[src/rtl/croc_boot_sequencer_if.sv]
// Bring-up handshake between the boot sequencer and its environment:
// run request, PLL lock, SoC status in; SoC reset/fetch control and run
// supervision results out.
interface croc_boot_sequencer_if #(
    parameter int unsigned CntWidth = 24
);
    logic                start_i;
    logic                locked_i;
    logic                status_i;
    logic                soc_rst_no;
    logic                fetch_en_o;
    logic                done_o;
    logic                fault_o;
    logic [2:0]          state_o;
    logic [CntWidth-1:0] cycles_o;

    // The sequencer side.
    modport master (
        input  start_i, locked_i, status_i,
        output soc_rst_no, fetch_en_o, done_o, fault_o, state_o, cycles_o
    );

    // The VIO / SoC side.
    modport slave (
        output start_i, locked_i, status_i,
        input  soc_rst_no, fetch_en_o, done_o, fault_o, state_o, cycles_o
    );
endinterface

[src/rtl/croc_boot_sequencer.sv]
// Bring-up sequencer for the FPGA-wrapped croc SoC. Filters the clock-wizard
// lock flag, holds the SoC in reset, releases it, enables instruction fetch
// and then supervises the run with a completion timeout.
module croc_boot_sequencer #(
    parameter int unsigned LockFilterCycles = 16,
    parameter int unsigned ResetHoldCycles  = 32,
    parameter int unsigned FetchDelayCycles = 8,
    parameter int unsigned TimeoutCycles    = 1048576,
    parameter int unsigned CntWidth         = 24
) (
    input  logic                  clk_i,
    input  logic                  rst_i,
    croc_boot_sequencer_if.master bus
);

    typedef enum logic [2:0] {
        IDLE      = 3'd0,
        WAIT_LOCK = 3'd1,
        HOLD      = 3'd2,
        RELEASE   = 3'd3,
        RUN       = 3'd4,
        DONE      = 3'd5,
        FAULT     = 3'd6
    } state_e;

    // Last timer value of each timed phase; the transition fires on it.
    localparam logic [CntWidth-1:0] LockLast    = CntWidth'(LockFilterCycles - 1);
    localparam logic [CntWidth-1:0] HoldLast    = CntWidth'(ResetHoldCycles - 1);
    localparam logic [CntWidth-1:0] ReleaseLast = CntWidth'(FetchDelayCycles - 1);
    localparam logic [CntWidth-1:0] TimeoutLast = CntWidth'(TimeoutCycles - 1);

    logic [1:0]          locked_sync_q;
    logic                locked;
    state_e              state_q, state_d;
    logic [CntWidth-1:0] timer_q, timer_d;
    logic [CntWidth-1:0] cycles_q, cycles_d;
    logic                soc_rst_n_q, fetch_en_q, done_q, fault_q;

    // Two-flop synchroniser for the asynchronous clock-wizard lock flag.
    always_ff @(posedge clk_i or posedge rst_i) begin
        if (rst_i) begin
            locked_sync_q <= 2'b00;
        end else begin
            // NOTE: non-blocking assignments let every flop sample the pre-edge
            // value of its neighbour; blocking ones would collapse the chain.
            locked_sync_q <= {locked_sync_q[0], bus.locked_i};
        end
    end

    assign locked = locked_sync_q[1];

    // Next-state, phase timer and cycle-count capture.
    always_comb begin
        // NOTE: every signal gets its default first so no path leaves it
        // unassigned, which would otherwise infer a latch.
        state_d  = state_q;
        timer_d  = timer_q;
        cycles_d = cycles_q;

        if ((state_q inside {WAIT_LOCK, HOLD, RELEASE, RUN, DONE}) && !locked) begin
            // Lock loss restarts the filter, also when already filtering.
            state_d = WAIT_LOCK;
            timer_d = '0;
        end else if ((state_q != IDLE) && !bus.start_i) begin
            state_d = IDLE;
        end else begin
            case (state_q)
                IDLE: begin
                    if (bus.start_i) begin
                        state_d  = WAIT_LOCK;
                        cycles_d = '0;
                    end
                end
                WAIT_LOCK: begin
                    if (timer_q == LockLast) state_d = HOLD;
                    else                     timer_d = timer_q + CntWidth'(1);
                end
                HOLD: begin
                    if (timer_q == HoldLast) state_d = RELEASE;
                    else                     timer_d = timer_q + CntWidth'(1);
                end
                RELEASE: begin
                    if (timer_q == ReleaseLast) state_d = RUN;
                    else                        timer_d = timer_q + CntWidth'(1);
                end
                RUN: begin
                    // Completion beats timeout when both land on the same cycle.
                    if (bus.status_i) begin
                        state_d  = DONE;
                        cycles_d = timer_q + CntWidth'(1);
                    end else if (timer_q == TimeoutLast) begin
                        state_d = FAULT;
                    end else begin
                        timer_d = timer_q + CntWidth'(1);
                    end
                end
                DONE, FAULT: begin
                    // Left only through abort (or lock loss for DONE).
                end
                default: state_d = IDLE;
            endcase
        end

        // Every phase starts counting from zero.
        if (state_d != state_q) timer_d = '0;
    end

    // State, timer and outputs; outputs decode the next state so they move
    // on the same edge as state_o.
    always_ff @(posedge clk_i or posedge rst_i) begin
        if (rst_i) begin
            state_q     <= IDLE;
            timer_q     <= '0;
            cycles_q    <= '0;
            soc_rst_n_q <= 1'b0;
            fetch_en_q  <= 1'b0;
            done_q      <= 1'b0;
            fault_q     <= 1'b0;
        end else begin
            state_q     <= state_d;
            timer_q     <= timer_d;
            cycles_q    <= cycles_d;
            soc_rst_n_q <= (state_d inside {RELEASE, RUN, DONE});
            fetch_en_q  <= (state_d inside {RUN, DONE});
            done_q      <= (state_d == DONE);
            fault_q     <= (state_d == FAULT);
        end
    end

    assign bus.soc_rst_no = soc_rst_n_q;
    assign bus.fetch_en_o = fetch_en_q;
    assign bus.done_o     = done_q;
    assign bus.fault_o    = fault_q;
    assign bus.state_o    = state_q;
    assign bus.cycles_o   = cycles_q;

endmodule
[src/flat_wrapper.sv]
// flat-port wrapper written by rule: the top's interface ports become plain ports
module croc_boot_sequencer_flat 
#(
    parameter int unsigned LockFilterCycles = 16,
    parameter int unsigned ResetHoldCycles  = 32,
    parameter int unsigned FetchDelayCycles = 8,
    parameter int unsigned TimeoutCycles    = 1048576,
    parameter int unsigned CntWidth         = 24
)
  (clk_i, rst_i, bus_start_i, bus_locked_i, bus_status_i, bus_soc_rst_no, bus_fetch_en_o, bus_done_o, bus_fault_o, bus_state_o, bus_cycles_o);
  croc_boot_sequencer_if #(.CntWidth(CntWidth)) bus_i ();
  input  logic clk_i;
  input  logic rst_i;
  input wire logic [$bits(bus_i.start_i)-1:0] bus_start_i;
  input wire logic [$bits(bus_i.locked_i)-1:0] bus_locked_i;
  input wire logic [$bits(bus_i.status_i)-1:0] bus_status_i;
  output wire logic [$bits(bus_i.soc_rst_no)-1:0] bus_soc_rst_no;
  output wire logic [$bits(bus_i.fetch_en_o)-1:0] bus_fetch_en_o;
  output wire logic [$bits(bus_i.done_o)-1:0] bus_done_o;
  output wire logic [$bits(bus_i.fault_o)-1:0] bus_fault_o;
  output wire logic [$bits(bus_i.state_o)-1:0] bus_state_o;
  output wire logic [$bits(bus_i.cycles_o)-1:0] bus_cycles_o;
  assign bus_i.start_i = bus_start_i;
  assign bus_i.locked_i = bus_locked_i;
  assign bus_i.status_i = bus_status_i;
  assign bus_soc_rst_no = bus_i.soc_rst_no;
  assign bus_fetch_en_o = bus_i.fetch_en_o;
  assign bus_done_o = bus_i.done_o;
  assign bus_fault_o = bus_i.fault_o;
  assign bus_state_o = bus_i.state_o;
  assign bus_cycles_o = bus_i.cycles_o;
  croc_boot_sequencer #(.LockFilterCycles(LockFilterCycles), .ResetHoldCycles(ResetHoldCycles), .FetchDelayCycles(FetchDelayCycles), .TimeoutCycles(TimeoutCycles), .CntWidth(CntWidth)) u_core (.clk_i(clk_i), .rst_i(rst_i), .bus(bus_i));
endmodule
[config.mk]
export PLATFORM = sky130hd
export DESIGN_NAME = croc_boot_sequencer_flat
export DESIGN_NICKNAME = d
export VERILOG_FILES = /design/src/rtl/croc_boot_sequencer_if.sv /design/src/rtl/croc_boot_sequencer.sv /design/src/flat_wrapper.sv
export SDC_FILE = /design/constraint.sdc
export NUM_CORES = 1
export LEC_CHECK = 0
export BUFFER_PORTS_ARGS = -buffer_cell sky130_fd_sc_hd__buf_4
export CAP_MARGIN = 15
export CORE_ASPECT_RATIO = 1.4
export CORE_UTILIZATION = 58
export DETAILED_ROUTE_END_ITERATION = 10
export HOLD_SLACK_MARGIN = 0.08
export PLACE_DENSITY_LB_ADDON = 0.15
export REMOVE_ABC_BUFFERS = 1
export SYNTH_ARGS = -nofsm -noshare
export SYNTH_HDL_FRONTEND = slang
export SYNTH_SLANG_ARGS = --single-unit
[constraint.sdc]
create_clock -name clk_i -period 2.6 [get_ports clk_i]
set_input_delay 0 -clock clk_i [delete_from_list [all_inputs] [get_ports clk_i]]
set_output_delay 0 -clock clk_i [all_outputs]
set_load 0.01 [all_outputs]
## Word level (Yosys, flattened, before mapping)

Index checks and enable logic that the tools add are counted.

| word-level totals | value |
|---|---|
| memories | 0 |
| latch bits | 0 |
| word-level logic and storage cells | 69 |
| memory bits (read-only) | 0 |
| register bits | 57 |
| RAM bits | 0 |
| output and inout port bits | 31 |

| operators by class | value |
|---|---|
| reductions and logical operators | 14 |
| $mul | 0 |
| div/mod/pow operators | 0 |
| add/sub/neg operators | 1 |
| bitwise operators | 2 |
| shifts and indexed selects | 0 |
| order comparisons | 0 |
| equal/unequal tests | 23 |
| muxes and demuxes | 21 |

Operators by type and width:

| operator | count |
|---|---|
| $mux W24 | 10 |
| $pmux W24 S4 | 1 |
| $pmux W24 S2 | 1 |
| $add A24 B1 Y24 const B | 1 |
| $eq A24 B20 Y1 const B | 1 |
| $eq A24 B3 Y1 const B | 1 |
| $eq A24 B4 Y1 const B | 1 |
| $eq A24 B5 Y1 const B | 1 |
| $mux W3 | 8 |
| $ne A4 B4 Y1 const B | 5 |
| $eq A3 B3 Y1 const B | 6 |
| $pmux W3 S6 | 1 |
| $eq A3 B2 Y1 const B | 3 |
| $reduce_and A7 Y1 | 1 |
| $reduce_bool A3 Y1 | 2 |
| $reduce_bool A6 Y1 | 1 |
| $reduce_and A5 Y1 | 1 |
| $reduce_bool A5 Y1 | 1 |
| $ne A2 B2 Y1 const B | 2 |
| $reduce_bool A2 Y1 | 2 |
| $eq A3 B1 Y1 const B | 1 |
| $logic_not A3 Y1 | 1 |
| $ne A3 B2 Y1 const B | 1 |
| $ne A3 B3 Y1 | 1 |
| 4 further kinds | 7 |

## Logic depth before layout (Yosys ltp)

Gate-level depths: netlist (run 1).

| depth | value |
|---|---|
| depth after elaboration | 9 |
| mapped depth | 8 |

## Least setup slack after synthesis (run 1)

No wires, ideal clock.

| timing path | value |
|---|---|
| kind | register to register |
| start | reg u_core.timer_q[0] |
| end | reg u_core.soc_rst_n_q (netlist: u_core.bus.soc_rst_no) |
| path buffers | 0 |
| setup slack | 0.279 ns |
| library setup time | 0.118 ns |
| period minus slack after synthesis | 2.321 ns |
| data arrival time | 2.203 ns |
| required time | 2.482 ns |
| cell stages (with the launch flop) | 8 |
| path through | dfrtp_1 -> ha_1 -> nand4_2 -> or4_1 -> or3_4 -> a311oi_4 -> nand2b_2 -> o21ai_2 |

| on the way | value |
|---|---|
| word-level cells in the longest chain between the ends | 8 |
| elaborated cells on any way between the ends | 16 |
| classes of those cells | eq/ne: 7; mux: 8; reduce/logical: 1 |

RTL lines:

| element | RTL line | RTL |
|---|---|---|
| start: declaration | croc_boot_sequencer.sv:35 | `logic [CntWidth-1:0] timer_q, timer_d;` |
| start signal: assignment | croc_boot_sequencer.sv:121 | `timer_q <= timer_d;` |
| $eq A24 B20 Y1 | croc_boot_sequencer.sv:91 | `end else if (timer_q == TimeoutLast) begin` |
| $mux W3 | croc_boot_sequencer.sv:91 |  |
| $mux W3 | croc_boot_sequencer.sv:88 | `if (bus.status_i) begin` |
| $pmux W3 S6 * | croc_boot_sequencer.sv:67 | `case (state_q)` |
| $mux W3 * | croc_boot_sequencer.sv:64 | `end else if ((state_q != IDLE) && !bus.start_i) begin` |
| $mux W3 * | croc_boot_sequencer.sv:60 | `if ((state_q inside {WAIT_LOCK, HOLD, RELEASE, RUN, DONE}) && !locked) begin` |
| net u_core.state_d[1] | croc_boot_sequencer.sv:34 | `state_e state_q, state_d;` |
| $eq A3 B2 Y1 or $eq A3 B3 Y1 (tied branches) | croc_boot_sequencer.sv:123 | `soc_rst_n_q <= (state_d inside {RELEASE, RUN, DONE});` |
| $reduce_bool A3 Y1 * | croc_boot_sequencer.sv:123 |  |
| end signal: assignment | croc_boot_sequencer.sv:123 |  |
| end: declaration | croc_boot_sequencer.sv:37 | `logic soc_rst_n_q, fetch_en_q, done_q, fault_q;` |

Mark *: on every way through the listed nets, which the timed path passes. The rest lies on a longest branch.
A chain may end at the register's enable or synchronous reset.

## Final worst setup path (run 1)

| timing path | value |
|---|---|
| start | reg u_core.timer_q[1] |
| end | reg u_core.done_q (netlist: u_core.bus.done_o) |

| on the way | value |
|---|---|
| word-level cells in the longest chain between the ends | 7 |
| elaborated cells on any way between the ends | 13 |
| classes of those cells | eq/ne: 5; mux: 8 |

RTL lines:

| element | RTL line | RTL |
|---|---|---|
| $eq A24 B20 Y1 | croc_boot_sequencer.sv:91 |  |
| $mux W3 | croc_boot_sequencer.sv:91 |  |
| $mux W3 | croc_boot_sequencer.sv:88 |  |
| $pmux W3 S6 * | croc_boot_sequencer.sv:67 |  |
| $mux W3 * | croc_boot_sequencer.sv:64 |  |
| $mux W3 * | croc_boot_sequencer.sv:60 |  |
| net u_core.state_d[1] | croc_boot_sequencer.sv:34 |  |
| $eq A3 B3 Y1 * | croc_boot_sequencer.sv:125 | `done_q <= (state_d == DONE);` |
| end signal: assignment | croc_boot_sequencer.sv:125 |  |
| end: declaration | croc_boot_sequencer.sv:37 |  |

Marked as above.

==> results.sh, run 1 <==
export IMPL_min_period_ns=2.34
export IMPL_placed_area_sq_um=3640
export IMPL_fin_skew_ns=0.0102
export IMPL_num_io_pins=36
export IMPL_yosysSeqAreaShare_pct=44.3
export IMPL_ys_types=52
export IMPL_cts_buffers=9
export IMPL_crit_arrival_ns=2.55
export IMPL_criticalPathCategory="register to register"
export IMPL_p_sw_mw=0.446
export IMPL_clock_sinks=57
export IMPL_dr_total_vias=2671
export IMPL_hold_start="bus_status_i"
export IMPL_synthArstFlopShare_pct=100
export IMPL_hold_viol=0
export IMPL_grt_pass1_wl_microns=12700
export IMPL_synthesis_area_sq_um=3220
export IMPL_grt_max_degree=58
export IMPL_dp_hpwl_microns=5030
export IMPL_seq_power_share_pct=47.9
export IMPL_cts_resized_gates=0
export IMPL_maxCapViolations=0
export IMPL_rows=31
export IMPL_rsz0062_at_grt="false"
export IMPL_dp_cells=451
export IMPL_power_mw=1.88
export IMPL_layout_cells_non_filler=469
export IMPL_relSlewSlack_pct=57.6
export IMPL_fmaxAchievable_mhz=428
export IMPL_syn2layout_area_growth_pct=19.9
export IMPL_critPathBufInv=0
export IMPL_r2r_setup_slack_ns=0.26
export IMPL_fin_ws_ns=0.262
export IMPL_whs_ns=0.175
export IMPL_slew_viol_final=0
export IMPL_r2r_cells=7
export IMPL_crit_slowest_cell="or4_1"
export IMPL_setup_tns_ns=0
export IMPL_power_density_nw_per_um2=488
export IMPL_fin_crit_sh_pct=89.9
export IMPL_postSynthAreaPerCell_sq_um=9.12
export IMPL_p_int_mw=1.44
export IMPL_hold_end="u_core.bus.state_o[1]$_DFF_PP0_"
export IMPL_synth_warnings=0
export IMPL_synth_largest_area_cell="dfrtp_1"
export IMPL_post_place_ws_ns=0.263
export IMPL_reg2reg_from="u_core.timer_q[1]$_DFFE_PP0P_"
export IMPL_drive_above_1_share_pct=21.8
export IMPL_hold_depth=4
export IMPL_synth_area_leaders="dfrtp_1 (44%), xor2_1 (8.4%), nand2_1 (5.7%)"
export IMPL_port_buffers=35
export IMPL_drt_iter0_markers=223
export IMPL_synth_main_ff_cell="dfrtp_1"
export IMPL_drtAntennaViolNets=0
export IMPL_insertedDiodeCount=0
export IMPL_fillers=407
export IMPL_core_sq_um=5280
export IMPL_final_setup_viol_count=0
export IMPL_run_status="finished clean"
export IMPL_reg2reg_to="u_core.bus.done_o$_DFF_PP0_"
export IMPL_swShare_pct=23.7
export IMPL_hp_class="input port to register"
export IMPL_fp_dieH_microns=90.2
export IMPL_worstPathCellList="ha_1 -> nand4_2 -> or4_1 -> or3_4 -> a311oi_4 -> nand2b_2 -> nor2_1"
export IMPL_firstDrtPassIters=5
export IMPL_first_global_vias=2708
export IMPL_viasPerCell=5.70
export IMPL_required_ns=2.81
export IMPL_synthCells=353
export IMPL_h_tree_depth=3
export IMPL_synth_edf_count=0
export IMPL_cts_root_buffer="clkbuf_8"
export IMPL_post_cts_setup_buffers=0
export IMPL_peakVddDrop_v=0.000343
export IMPL_grt_usage_pct=28.2
export IMPL_yosysTopAreaCellShare_pct=44.3
export IMPL_drc=0
export IMPL_cts_hold_buffers=3
export IMPL_cp_max_fo=4
export IMPL_max_stage_delay_ns=0.58
export IMPL_cts_tree="done"
export IMPL_die_area_sq_um=5860
export IMPL_start_kind="register"
export IMPL_design_area_sq_um=3860
export IMPL_endpoint_kind="register"
export IMPL_antenna_found_initial=0
export IMPL_synth_seq_cells=57
export IMPL_clk_pin_slew_ns=0.07
export IMPL_clockBufferDepth=2
export IMPL_wire_per_inst_microns=15.7
export IMPL_final_seq_area_sq_um=1430
export IMPL_grt_overflow=0
export IMPL_multi_input_area_sq_um=1630
export IMPL_routabilityCongestion=0.848
export IMPL_insertion_delay_ns=0.33
export IMPL_start_util_pct=61.0
export IMPL_tightest_slew_ns=0.630
export IMPL_final_core_util_pct=73.2
export IMPL_leakage_nw=1.70
export IMPL_wl_microns=7350
export IMPL_p_clk_share_pct=43.5
export IMPL_nNetsFinal=405
export IMPL_pwr_share_comb_pct=8.6
export IMPL_die_w_microns=65.0
export IMPL_path_delay_family="simple AND/OR/NAND/NOR gates"
-- registers in the layout, indices dropped and copies added (netlist names) --
signal,cells
u_core.bus.cycles_o,24
u_core.bus.done_o,1
u_core.bus.fault_o,1
u_core.bus.fetch_en_o,1
u_core.bus.soc_rst_no,1
u_core.bus.state_o,3
u_core.locked_sync_q,2
u_core.timer_q,24
-- cells in the final DEF (no fill, tap or decap), types with 3 or more instances in the layout --
master and instances:
a21oi_1 5, and3_1 5, buf_4 57, clkbuf_8 11, dfrtp_1 57, dlygate4sd3_1 3
inv_1 6, nand2_1 49, nand3_1 23, nand4_1 11, nor2_1 33, nor3_1 7
nor3b_1 3, nor4_1 6, nor4_2 3, o21ai_0 27, or2_2 3, xnor2_1 14
xor2_1 31
-- layout make-up --
| class | count | area share [%] |
|---|---|---|
| inverter | 7 | 0.680 |
| sequential | 57 | 36.9 |
| clock inverter | 3 | 1.04 |
| multi-input combinational | 262 | 42.3 |
| clock buffer | 12 | 4.02 |
| tap | 66 | 2.14 |
| timing repair buffer | 62 | 12.9 |
-- kinds of logic after synthesis --
| logic type | Yosys count | synth area share, % |
|---|---|---|
| DFF | 57 | 44.3 |
| adders and majority gates | 1 | 0.389 |
| xor gates and xnor gates | 45 | 12.2 |
| buffers and inverters | 34 | 4.97 |
| AOI/OAI and AO/OA | 53 | 11.7 |
| and+or+nand+nor | 163 | 26.4 |
-- worst min-delay path, delay by kind of cell --
| kind | cells | cell delay, ns |
|---|---|---|
| buffers and inverters | 1 | 0.11 |
| AND/OR/NAND/NOR | 2 | 0.25 |
| AO/OA/AOI/OAI | 1 | 0.08 |
-- power groups by stage --
stage	logic (mW)	clock network [mW]	registers, mW
after detailed placement	0.160	0	0.919
final	0.163	0.819	0.903
after global placement	0.158	0	0.918
after CTS	0.165	0.839	0.903
after floorplan	0.0781	0	0.924
after global routing	0.181	0.864	0.903
-- synthesized netlist by cell type, types with 5 or more instances --
master,n
o21ai_0,27
xor2_1,31
nor4_1,6
inv_1,7
xnor2_1,14
nand3_1,23
a21oi_1,5
and3_1,5
buf_2,7
nor2_1,33
nor3_1,7
nand4_1,11
nand2_1,49
dfrtp_1,57
clkbuf_1,15
-- metal layers --
layer,wire length [microns],share of wire (%),GRT usage (%),vias to the layer above
li1,-,-,-,1317
met1,3150,43,34.8,1283
met2,3800,52,48.1,58
met3,269,3.7,4.95,13
met4,131,1.8,10.2,0
met5,0,0,0,-
-- worst max-delay path by stage --
| stage | slack, ns | endpoint | depth (start not counted) | start |
|---|---|---|---|---|
| final | 0.26 | u_core.bus.done_o$_DFF_PP0_ | 7 | u_core.timer_q[1]$_DFFE_PP0P_ |
| after global placement | 0.29 | u_core.timer_q[8]$_DFFE_PP0P_ | 7 | u_core.timer_q[20]$_DFFE_PP0P_ |
| after global routing | 0.09 | u_core.timer_q[10]$_DFFE_PP0P_ | 7 | u_core.timer_q[20]$_DFFE_PP0P_ |
| after CTS | 0.25 | u_core.timer_q[10]$_DFFE_PP0P_ | 7 | u_core.timer_q[20]$_DFFE_PP0P_ |
| after detailed placement | 0.26 | u_core.timer_q[10]$_DFFE_PP0P_ | 7 | u_core.timer_q[20]$_DFFE_PP0P_ |
| after floorplan | 0.06 | u_core.timer_q[8]$_DFFE_PP0P_ | 7 | u_core.timer_q[0]$_DFFE_PP0P_ |
Power figures use the tool's default switching activity.
==> run 2, diff against run 1 <==
--- a/config.mk
+++ b/config.mk
@@ -12,7 +12,6 @@
 export DETAILED_ROUTE_END_ITERATION = 10
 export HOLD_SLACK_MARGIN = 0.08
 export PLACE_DENSITY_LB_ADDON = 0.15
-export REMOVE_ABC_BUFFERS = 1
 export SYNTH_ARGS = -nofsm -noshare
 export SYNTH_HDL_FRONTEND = slang
 export SYNTH_SLANG_ARGS = --single-unit
==> results.sh, run 2 (same netlist as run 1, synthesis figures left out) <==
export IMPL_relSlewSlack_pct=53.2
export IMPL_postSynthNetCount=359
export IMPL_criticalPathCategory="register to register"
export IMPL_layout_commonest_cell="dfrtp_1"
export IMPL_power_density_nw_per_um2=472
export IMPL_dp_hpwl_microns=5190
export IMPL_first_global_vias=2619
export IMPL_cts_tree="done"
export IMPL_clock_sinks=57
export IMPL_dr_total_vias=2687
export IMPL_fin_skew_ns=0.00907
export IMPL_wire_per_inst_microns=15.7
export IMPL_nNetsFinal=403
export IMPL_routabilityCongestion=0.846
export IMPL_hp_class="input port to register"
export IMPL_peakVddDrop_v=0.000390
export IMPL_fp_dieH_microns=90.2
export IMPL_grt_max_degree=58
export IMPL_drive_above_1_share_pct=21.9
export IMPL_maxCapViolations=0
export IMPL_tightest_slew_ns=0.701
export IMPL_wl_microns=7370
export IMPL_drtAntennaViolNets=0
export IMPL_final_setup_viol_count=0
export IMPL_hold_viol=0
export IMPL_required_ns=2.83
export IMPL_drt_iter0_markers=265
export IMPL_grt_busiest_layer="met2"
export IMPL_grt_overflow=0
export IMPL_insertedDiodeCount=0
export IMPL_syn2layout_area_growth_pct=19.0
export IMPL_endpoint_kind="register"
export IMPL_min_period_ns=2.43
export IMPL_clk_pin_slew_ns=0.07
export IMPL_layout_cells_non_filler=468
export IMPL_post_cts_setup_buffers=0
export IMPL_cp_max_fo=5
export IMPL_viasPerCell=5.74
export IMPL_die_w_microns=65.0
export IMPL_port_buffers=35
export IMPL_antenna_found_initial=0
export IMPL_fmaxAchievable_mhz=412
export IMPL_crit_arrival_ns=2.66
export IMPL_start_kind="register"
export IMPL_slew_viol_final=0
export IMPL_firstDrtPassIters=5
export IMPL_clockBufferDepth=2
export IMPL_rows=31
export IMPL_cts_root_buffer="clkbuf_8"
export IMPL_start_util_pct=61.0
export IMPL_grt_usage_pct=27.9
export IMPL_num_io_pins=36
export IMPL_use_met2_pct=47.7
export IMPL_fillers=422
export IMPL_setup_tns_ns=0
export IMPL_rsz0062_at_grt="false"
export IMPL_cts_buffers=9
export IMPL_leakage_nw=1.68
export IMPL_h_tree_depth=3
export IMPL_globalRouteMet1Util_pct=32.7
export IMPL_fin_crit_sh_pct=93.3
export IMPL_final_cell_mix="dfrtp_1 (57), buf_4 (55), nand2_1 (49), nor2_1 (33), xor2_1 (31)"
export IMPL_run_status="finished clean"
export IMPL_insertion_delay_ns=0.34
export IMPL_use_met3_pct=6.09
export IMPL_grt_pass1_wl_microns=12400
export IMPL_drc=0
export IMPL_die_area_sq_um=5860
export IMPL_dp_cells=449
export IMPL_core_sq_um=5280
==> run 2: layer usage <==
metal  vias up  wire [microns]
li1       1310               -
met1      1298            3020
met2        63            3940
met3        16             263
met5         -               0
met4         0             147
==> run 2: timing repair <==
item                      in CTS  in global routing
hold endpoints to repair      59                  0
gates resized for setup        0                  0
hold buffers                   3                  0
==> run 2: metrics by stage <==
stage                     hold slack (ns)  power (mW)  util [%]  area (sq um)  setup WS (ns)
after detailed placement            0.111        1.07      68.6          3620          0.218
after CTS                           0.149        1.82      72.6          3830          0.179
after global placement              0.110        1.07      68.6          3620          0.250
after floorplan                    0.0314        1.02         -          3220          0.279
final                               0.170        1.81      72.6          3830          0.174
after global routing                0.170        1.88      72.6          3830         0.0626
==> run 2: final cells by class <==
cell class / instances / area, sq um / share of cell area [%]
multi-input cells: 262 / 1630 / 42.6
flip-flops and latches: 57 / 1430 / 37.2
repair buffers: 60 / 483 / 12.6
clock buffers: 10 / 138 / 3.59
well taps: 66 / 82.6 / 2.16
clock inverters: 6 / 42.5 / 1.11
inverters: 7 / 26.3 / 0.686
==> run 2: final timing paths <==
check | from | cells past startpoint | to | slack [ns]
max in group asynchronous | rst_i | 4 | u_core.timer_q[18]$_DFFE_PP0P_ | 1.72
worst max register to register | u_core.timer_q[0]$_DFFE_PP0P_ | 7 | u_core.bus.soc_rst_no$_DFF_PP0_ | 0.17
worst min register to register | u_core.locked_sync_q[0]$_DFF_PP0_ | 0 | u_core.locked_sync_q[1]$_DFF_PP0_ | 0.36
min in group asynchronous | rst_i | 4 | u_core.bus.cycles_o[5]$_DFFE_PP0P_ | 0.41
worst max-delay path | u_core.timer_q[0]$_DFFE_PP0P_ | 7 | u_core.bus.soc_rst_no$_DFF_PP0_ | 0.17
worst min-delay path | bus_status_i | 4 | u_core.bus.state_o[1]$_DFF_PP0_ | 0.17
==> run 2: where the power goes <==
group | switching, mW | total, mW | internal, mW
combinational | 0.0954 | 0.150 | 0.0545
sequential | 0.0138 | 0.908 | 0.894
clock | 0.379 | 0.751 | 0.372
==> run 2: critical path: stages, from the launching register on <==
cell and delay (ns):
dfrtp_1 0.43, ha_1 0.23, nand4_2 0.16, or4_1 0.57, or3_4 0.43, a311oi_4 0.25, nand2b_2 0.20, o21ai_2 0.05
